### src/rtl/filter_ch_if.sv
// rtl/filter_ch_if.sv - sample request / result handshake bundle for filter_ch_scheduler
interface filter_ch_if #(
  parameter int NCH = 4,
  parameter int CW  = 2,
  parameter int DW  = 16
);
  logic [NCH-1:0]    req_valid;
  logic [NCH*DW-1:0] req_data;
  logic [NCH-1:0]    req_ready;
  logic [NCH-1:0]    clr_ch;
  logic              out_valid;
  logic [DW-1:0]     out_data;
  logic [CW-1:0]     out_ch;
  logic              out_ready;
  logic              busy;

  modport master (
    output req_valid, req_data, clr_ch, out_ready,
    input  req_ready, out_valid, out_data, out_ch, busy
  );

  modport slave (
    input  req_valid, req_data, clr_ch, out_ready,
    output req_ready, out_valid, out_data, out_ch, busy
  );
endinterface

### src/rtl/filter_ch_scheduler.sv
// rtl/filter_ch_scheduler.sv - round-robin time-multiplexed Y[n] = X[n] + X[n-1] + Y[n-1] filter
module filter_ch_scheduler #(
  parameter int NCH = 4,
  parameter int CW  = 2,
  parameter int DW  = 16
) (
  input  logic       clk,
  input  logic       reset,
  filter_ch_if.slave bus
);

  typedef enum logic [1:0] {IDLE, CALC, OUT} state_t;

  state_t        state_q, state_d;
  logic [CW-1:0] last_grant_q, last_grant_d;
  logic [CW-1:0] g_q, g_d;
  logic [DW-1:0] x_q, x_d;
  logic [DW-1:0] xprev_q [NCH];
  logic [DW-1:0] xprev_d [NCH];
  logic [DW-1:0] yprev_q [NCH];
  logic [DW-1:0] yprev_d [NCH];
  logic          out_valid_q, out_valid_d;
  logic [DW-1:0] out_data_q, out_data_d;
  logic [CW-1:0] out_ch_q, out_ch_d;

  logic          any_valid;
  logic [CW-1:0] grant;
  logic [DW-1:0] y_sum;

  // First requester after the previously granted channel, wrapping modulo NCH.
  function automatic logic [CW-1:0] rr_pick(input logic [NCH-1:0] v, input logic [CW-1:0] last);
    logic [CW-1:0] pick;
    logic [CW-1:0] idx_c;
    logic          found;
    int            idx;
    pick  = '0;
    found = 1'b0;
    for (int k = 1; k <= NCH; k++) begin
      idx   = (int'(last) + k) % NCH;
      idx_c = CW'(idx);
      if (!found && v[idx_c]) begin
        pick  = idx_c;
        found = 1'b1;
      end
    end
    return pick;
  endfunction

  always_comb begin
    any_valid = |bus.req_valid;
    grant     = rr_pick(bus.req_valid, last_grant_q);
    y_sum     = x_q + xprev_q[g_q] + yprev_q[g_q];
  end

  assign bus.req_ready = (state_q == IDLE && any_valid) ? (NCH'(1) << grant) : '0;
  assign bus.out_valid = out_valid_q;
  assign bus.out_data  = out_data_q;
  assign bus.out_ch    = out_ch_q;
  assign bus.busy      = (state_q != IDLE);

  always_comb begin
    state_d      = state_q;
    last_grant_d = last_grant_q;
    g_d          = g_q;
    x_d          = x_q;
    xprev_d      = xprev_q;
    yprev_d      = yprev_q;
    out_valid_d  = out_valid_q;
    out_data_d   = out_data_q;
    out_ch_d     = out_ch_q;
    case (state_q)
      IDLE: begin
        if (any_valid) begin
          x_d          = bus.req_data[grant*DW +: DW];
          g_d          = grant;
          last_grant_d = grant;
          state_d      = CALC;
        end
      end
      CALC: begin
        xprev_d[g_q] = x_q;
        yprev_d[g_q] = y_sum;
        out_data_d   = y_sum;
        out_ch_d     = g_q;
        out_valid_d  = 1'b1;
        state_d      = OUT;
      end
      OUT: begin
        if (bus.out_ready) begin
          out_valid_d = 1'b0;
          state_d     = IDLE;
        end
      end
      default: state_d = IDLE;
    endcase
    // Clears are applied last so they override a same-cycle history write.
    for (int i = 0; i < NCH; i++) begin
      if (bus.clr_ch[i]) begin
        xprev_d[i] = '0;
        yprev_d[i] = '0;
      end
    end
  end

  always_ff @(posedge clk) begin
    if (reset) begin
      state_q      <= IDLE;
      last_grant_q <= CW'(NCH - 1);
      g_q          <= '0;
      x_q          <= '0;
      for (int i = 0; i < NCH; i++) begin
        xprev_q[i] <= '0;
        yprev_q[i] <= '0;
      end
      out_valid_q  <= 1'b0;
      out_data_q   <= '0;
      out_ch_q     <= '0;
    end else begin
      state_q      <= state_d;
      last_grant_q <= last_grant_d;
      g_q          <= g_d;
      x_q          <= x_d;
      xprev_q      <= xprev_d;
      yprev_q      <= yprev_d;
      out_valid_q  <= out_valid_d;
      out_data_q   <= out_data_d;
      out_ch_q     <= out_ch_d;
    end
  end

endmodule
### src/flat_wrapper.sv
// flat-port wrapper written by rule: the top's interface ports become plain ports
module filter_ch_scheduler_flat 
#(
  parameter int NCH = 4,
  parameter int CW  = 2,
  parameter int DW  = 16
)
  (clk, reset, bus_req_valid, bus_req_data, bus_clr_ch, bus_out_ready, bus_req_ready, bus_out_valid, bus_out_data, bus_out_ch, bus_busy);
  filter_ch_if #(.NCH(NCH), .CW(CW), .DW(DW)) bus_i ();
  input  logic clk;
  input  logic reset;
  input wire logic [$bits(bus_i.req_valid)-1:0] bus_req_valid;
  input wire logic [$bits(bus_i.req_data)-1:0] bus_req_data;
  input wire logic [$bits(bus_i.clr_ch)-1:0] bus_clr_ch;
  input wire logic [$bits(bus_i.out_ready)-1:0] bus_out_ready;
  output wire logic [$bits(bus_i.req_ready)-1:0] bus_req_ready;
  output wire logic [$bits(bus_i.out_valid)-1:0] bus_out_valid;
  output wire logic [$bits(bus_i.out_data)-1:0] bus_out_data;
  output wire logic [$bits(bus_i.out_ch)-1:0] bus_out_ch;
  output wire logic [$bits(bus_i.busy)-1:0] bus_busy;
  assign bus_i.req_valid = bus_req_valid;
  assign bus_i.req_data = bus_req_data;
  assign bus_i.clr_ch = bus_clr_ch;
  assign bus_i.out_ready = bus_out_ready;
  assign bus_req_ready = bus_i.req_ready;
  assign bus_out_valid = bus_i.out_valid;
  assign bus_out_data = bus_i.out_data;
  assign bus_out_ch = bus_i.out_ch;
  assign bus_busy = bus_i.busy;
  filter_ch_scheduler #(.NCH(NCH), .CW(CW), .DW(DW)) u_core (.clk(clk), .reset(reset), .bus(bus_i));
endmodule
### config.mk
export PLATFORM = sky130hd
export DESIGN_NAME = filter_ch_scheduler_flat
export DESIGN_NICKNAME = d
export VERILOG_FILES = /design/src/rtl/filter_ch_if.sv /design/src/rtl/filter_ch_scheduler.sv /design/src/flat_wrapper.sv
export SDC_FILE = /design/constraint.sdc
export NUM_CORES = 1
export LEC_CHECK = 0
export ABC_CLOCK_PERIOD_IN_PS = 3800
export CAP_MARGIN = 20
export CORE_ASPECT_RATIO = 0.5
export CORE_UTILIZATION = 35
export DETAILED_ROUTE_END_ITERATION = 7
export PLACE_DENSITY = 0.67
export SKIP_LAST_GASP = 1
export SLEW_MARGIN = 20
export SYNTH_ARGS = -nofsm -noshare
export SYNTH_HDL_FRONTEND = slang
export SYNTH_SLANG_ARGS = --single-unit
### constraint.sdc
create_clock -name clk -period 3.8 [get_ports clk]
set_input_delay 0.95 -clock clk [delete_from_list [all_inputs] [get_ports clk]]
set_output_delay 0.95 -clock clk [all_outputs]
set_load 0.03 [all_outputs]
==> results of run 1 <==
## flip-flops by register name (all words and copies together) (netlist names)
name	flops
u_core.last_grant_q	2
u_core.bus.out_valid	1
u_core.g_q	2
u_core.xprev_q	64
u_core.bus.out_data	16
u_core.state_q	2
u_core.x_q	16
u_core.yprev_q	64
u_core.bus.out_ch	2
## final timing paths
| kind | endpoint | slack (ns) |
|---|---|---|
| max | bus_req_ready[2] | 0.16 |
| min | u_core.xprev_q[49] | 0.45 |
| max reg2reg | u_core.yprev_q[14] | 0.26 |
| min reg2reg | u_core.xprev_q[49] | 0.45 |
## per-stage QoR
stage          instance area [µm²]  std cells  worst slack [ns]  power, mW
3_5_place_dp                  9535       1262          -0.02562      2.878
2_1_floorplan                 8173        892           0.06013      2.514
3_3_place_gp                  9535       1262           0.05322      2.862
5_1_grt                      10150       1296           0.06814      4.744
4_1_cts                      10130       1294            0.1422      4.576
6_report                     10150       1296            0.1626      4.562
## cell families (layout without fill, tap and decap cells)
kind of cell               after synthesis  count (layout)  synth area share (%)
and+or+nand+nor                        311             311                 16.55
muxes                                   81              81                 14.67
xor gates and xnor gates                14              14                 1.500
DFF                                    169             169                 41.40
adders and majority gates               30              30                 6.063
buffers and inverters                   76             173                 3.934
AOI/OAI and AO/OA                      211             211                 15.89
## layer usage
layer  wire length (µm)  GRT usage (%)  vias to the layer above
met4                319          5.594                        0
met2              10690          31.95                      222
met1               9923          24.72                     3341
met3               1445          4.005                       21
li1                   -              -                     3328
met5                  0              0                        -
## worst min-delay path, delay by kind of cell, from the launching register on
kind / cells / cell delay [ns]
AND/OR/NAND/NOR: 1 / 0.05
AO/OA/AOI/OAI: 1 / 0.05
flip-flops: 1 / 0.31
## placed cells by master, fill, tap and decap left out, types with 3 or more instances in the layout
master	instances
and3_1	4
nand2_1	186
clkbuf_8	4
o21ai_0	40
o41ai_1	4
fa_1	16
nand4_1	4
or4_1	5
nand3_1	36
xor2_1	3
nor2_1	36
nor3_1	4
or2_2	8
a31oi_1	3
xnor2_1	11
a21o_1	4
a21oi_1	108
clkinv_4	5
clkbuf_16	17
nand2b_1	5
ha_1	14
buf_4	34
mux2i_1	50
inv_1	9
a211oi_1	16
dfxtp_1	167
mux4_2	31
or3_1	3
nor2_2	3
a22o_1	16
and2_1	4
clkdlybuf4s50_1	94
nand3b_1	7
## power by group
part / internal (mW) / switching [mW]
registers: 1.84 / 0.100
logic: 0.396 / 0.504
clock network: 0.982 / 0.742
## cell type report
cell class	instances	area share [%]
clock buffer	21	4.735
clock inverter	11	1.122
inverter	9	0.3329
multi-input combinational	647	44.28
sequential	169	33.39
tap	307	3.785
timing repair buffer	132	12.36
## what timing repair did
action | 4_1_cts | 5_1_grt
endpoints found under the setup margin | 2 | 7
gates resized for setup | 2 | 1
setup buffers | 0 | 1
pin swaps | 0 | 1
==> flow_summary.ini, run 1 <==
[outcome]
outcome = finished, final reports clean

[logic_synthesis]
syn_inst = 892
synth-async-reset-ratio_pct = 0
yosys-top-cells-area = dfxtp_1, nand2_1, mux4_2
synth-edff-count = 0
synth.most_common_cell = nand2_1
synth_cell_types = 50
ys_seq_area_share_pct = 41.40
synthFlopType = dfxtp_1
netlist_top_cells_count = nand2_1, dfxtp_1, a21oi_1
synth_top_area_cell = dfxtp_1
yosysWarnings = 0
synth_top_area_share_pct = 41.40
syn-num-nets = 997
syn-cell-area_um2 = 8173
ys_ff_latch = 169
avgSynthCellArea_um2 = 9.162

[critical_path]
crit_start = bus_req_valid[3]
cp-start-kind = input pin
cpMaxStageDelayCell = clkdlybuf4s50_1
max_stage_delay_ns = 0.47
critPathMaxFanout = 18
crit_required_ns = 2.85
r2r_cells = 11
cpLargestDelayFamily = buffers and inverters
critPathMostFrequentCell = buf_4
path_depth = 7
critical_path_arrival_ns = 2.69
worstSetupPathType = in2out
worstPathBufferInverterCount = 3
crit_chain = clkdlybuf4s50_1 > nor2_1 > nor3_1 > a211oi_4 > buf_4 > and3_1 > buf_4
end_kind = output pin
reg2reg_from = u_core.g_q[0]

[drt]
num_vias = 6912
vias_per_cell = 5.333
drt-pass1-iter-count = 5
drcViolationCount = 0
drtIter0Drc = 460
wl_um = 22370
routedWlPerCell_um = 17.26
drt.antenna.violating_nets = 0

[sta]
finalHoldViolCount = 0
fin_worst_skew_ns = 0.008914
fin_tns_setup_ns = 0
slew_headroom_pct = 37.00
clock.fmax_mhz = 274.9
setup_viol = 0
worst_pin_slew_ns = 0.9416
drv_slew = 0
rsz0062_at_grt = no
layout_min_cycle_time_ns = 3.637
period_share_pct = 95.72
whs_ns = 0.4539

[clocking]
cts-root-buf = clkbuf_16
clock-sinks = 169
cts_buffers = 17
cts_max_level = 4
cts_hold_buf = 0
path_clk_slew_ns = 0.06
clockBufferDepth = 2
clkLatencyLatePin_ns = 0.43
cts_tree = built

[grt]
antenna_found_initial = 0
grt_use_total_pct = 18.99
grt_pass1_wl_um = 35020
grt_max_degree = 33
grt_pass1_vias = 6610
grt_overflow = 0

[floorplanning]
die-area_um2 = 24000
initial_core_util_pct = 35.79
core_um2 = 22840
row_count = 39
top_level_ports = 99
dieWidth_um = 218.1
die_y_um = 110.1

[finish]
drive_above_1_share_pct = 12.44
multiInputGateArea_um2 = 4493
fillers = 2198
area_delta_synth_final_pct = 24.16
utilization_pct = 44.43
seq_area_um2 = 3388
num_antenna_cells = 0
nets = 1081

[min_path]
hold_class = reg2reg
hold_depth = 2
hold_start = u_core.xprev_q[49]

[placement]
place_congestion = 0.8782
portBuffers = 98
hpwl_um = 15480

[flow_run]
cap_violations = 0

[power_and_ir_drop]
p_leak_nw = 3.601
powerDensity_nw_per_um2 = 449.6
vdd_drop_max_uv = 341.1
Note: power is estimated with default switching activity, not from simulation.
==> run 2: changes to the inputs <==
--- a/config.mk
+++ b/config.mk
@@ -12,7 +12,6 @@
 export DETAILED_ROUTE_END_ITERATION = 7
 export PLACE_DENSITY = 0.67
 export SKIP_LAST_GASP = 1
-export SLEW_MARGIN = 20
 export SYNTH_ARGS = -nofsm -noshare
 export SYNTH_HDL_FRONTEND = slang
 export SYNTH_SLANG_ARGS = --single-unit
==> constraint.sdc (replaced) <==
create_clock -name clk -period 3.8 [get_ports clk]
set_input_delay 0.95 -clock clk [delete_from_list [all_inputs] [get_ports clk]]
set_output_delay 0.95 -clock clk [all_outputs]
set_load 0.1 [all_outputs]
==> run 2 against run 1 <==
Compared with the run above: setup slack better by 0.011 ns; worst hold slack better by 0.0018 ns; sequential cell count stayed put; combinational power is 17% higher; first-iteration DRC count is 21% higher; via count is 2.0% higher; largest power group unchanged; total power is 3.1% higher; global-route usage is 0.82 points higher; critical path depth is 4 higher; sequential power hardly changed; final area is 0.32% higher.
==> flow_summary.ini, run 2 (synthesis gave the netlist of run 1 again) <==
[critical_path]
critical_path_arrival_ns = 3.93
critPathMaxFanout = 9
cp-start-kind = flop
crit_required_ns = 4.10
worstSetupPathType = reg2reg
end_kind = flop

[finish]
fillers = 2144
area_delta_synth_final_pct = 24.56
seq_area_um2 = 3391
final_cell_mix = nand2_1, dfxtp_1, a21oi_1
fin_cells = 1290
layout_commonest_cell = nand2_1
drive_above_1_share_pct = 12.82
multiInputGateArea_um2 = 4548
largestRegisters = u_core.xprev_q: 64 flops, u_core.yprev_q: 64 flops
num_antenna_cells = 0
final_area_um2 = 10180
nets = 1075

[grt]
grt_pass1_vias = 6722
grt_overflow = 0
grt_use_total_pct = 19.80
antenna_found_initial = 0
grt_pass1_wl_um = 36540
grt_max_degree = 33

[power_and_ir_drop]
pwr-share-clk_pct = 36.3
p_leak_nw = 3.584
switching_power_mw = 1.521
power.total_mw = 4.705
seqPwrFrac_pct = 41.4
pwr-share-comb_pct = 22.4
powerDensity_nw_per_um2 = 462.2
switching_share_pct = 32.32
vdd_drop_max_uv = 337.6
internal_power_mw = 3.185

[clocking]
clkLatencyLatePin_ns = 0.44
cts_tree = built
clockBufferDepth = 2
clock-sinks = 169
cts_max_level = 4
post_cts_buffers = 0
cts-root-buf = clkbuf_16
cts_buffers = 17
path_clk_slew_ns = 0.07

[drt]
wl_um = 23610
drt-pass1-iter-count = 6
drcViolationCount = 0
num_vias = 7049
vias_per_cell = 5.464
drtIter0Drc = 556
routedWlPerCell_um = 18.30
drt.antenna.violating_nets = 0

[sta]
layout_min_cycle_time_ns = 3.626
fin_worst_skew_ns = 0.01342
slew_headroom_pct = 28.10
finalHoldViolCount = 0
rsz0062_at_grt = no
period_share_pct = 95.43
clock.fmax_mhz = 275.8
setup_viol = 0
drv_slew = 0
worst_pin_slew_ns = 1.075

[placement]
place_congestion = 0.9059
hpwl_um = 15880
placed_area_um2 = 9540
placed_cells = 1257
portBuffers = 98

[floorplanning]
die-area_um2 = 24000
top_level_ports = 99
core_um2 = 22840
die_y_um = 110.1
initial_core_util_pct = 35.79
dieWidth_um = 218.1
row_count = 39

[outcome]
outcome = finished, final reports clean

[flow_run]
cap_violations = 0

[min_path]
hold_class = reg2reg
[run 2: area by class of cell]
type                    count  area share (%)
well taps                 307           3.773
multi-input cells         647           44.68
clock buffers              18           4.314
inverters                   9          0.3319
clock inverters            14           1.364
repair buffers            126           12.23
flip-flops and latches    169           33.31
[run 2: worst paths after layout]
kind / from / endpoint / slack (ns) / depth (start not counted)
setup / recovery: u_core.g_q[0] / u_core.yprev_q[63] / 0.17 / 11
hold / removal: u_core.xprev_q[28] / u_core.xprev_q[28] / 0.46 / 2
setup reg to reg: u_core.g_q[0] / u_core.yprev_q[63] / 0.17 / 11
hold reg to reg: u_core.xprev_q[28] / u_core.xprev_q[28] / 0.46 / 2
[run 2: repair_timing]
item | in CTS | in global routing
resized for setup | 1 | 8
pin swaps | 0 | 1
setup endpoints to repair | 5 | 20
hold buffers | 0 | 0
[run 2: power by group through the flow]
stage	clock [mW]	sequential [mW]	combinational (mW)
finish	1.71	1.95	1.05
global route	1.80	1.96	1.12
CTS	1.71	1.94	1.05
detailed placement	0	1.98	1.04
global placement	0	1.98	1.03
floorplan	0	2.04	0.595
[run 2: critical path: stages (launching register included)]
cell	delay [ns]
dfxtp_4	0.44
mux4_2	0.54
fa_1	0.50
ha_1	0.22
inv_1	0.07
fa_1	0.42
nor2b_2	0.21
o31ai_4	0.10
a32oi_4	0.33
a31oi_1	0.23
xnor2_2	0.34
a21oi_1	0.11
[run 2: stage by stage]
stage / hold WS (ns) / worst slack, ns / setup TNS (ns) / utilization (%)
after floorplan: 0.4331 / -0.1733 / -0.1733 / -
after global placement: 0.4382 / 0.1179 / 0 / 41.78
after detailed placement: 0.4466 / -0.02110 / -0.06426 / 41.78
after CTS: 0.4554 / 0.06562 / 0 / 44.34
after global routing: 0.4792 / 0.005585 / 0 / 44.58
final: 0.4557 / 0.1738 / 0 / 44.58
[run 2: metal layers]
| layer | global-route usage (%) | routed length (µm) | share of wire, % |
|---|---|---|---|
| met1 | 25.19 | 10330 | 44 |
| met5 | 0 | 0 | 0 |
| met2 | 33.29 | 11340 | 48 |
| met3 | 4.307 | 1492 | 6.3 |
| met4 | 7.393 | 444 | 1.9 |
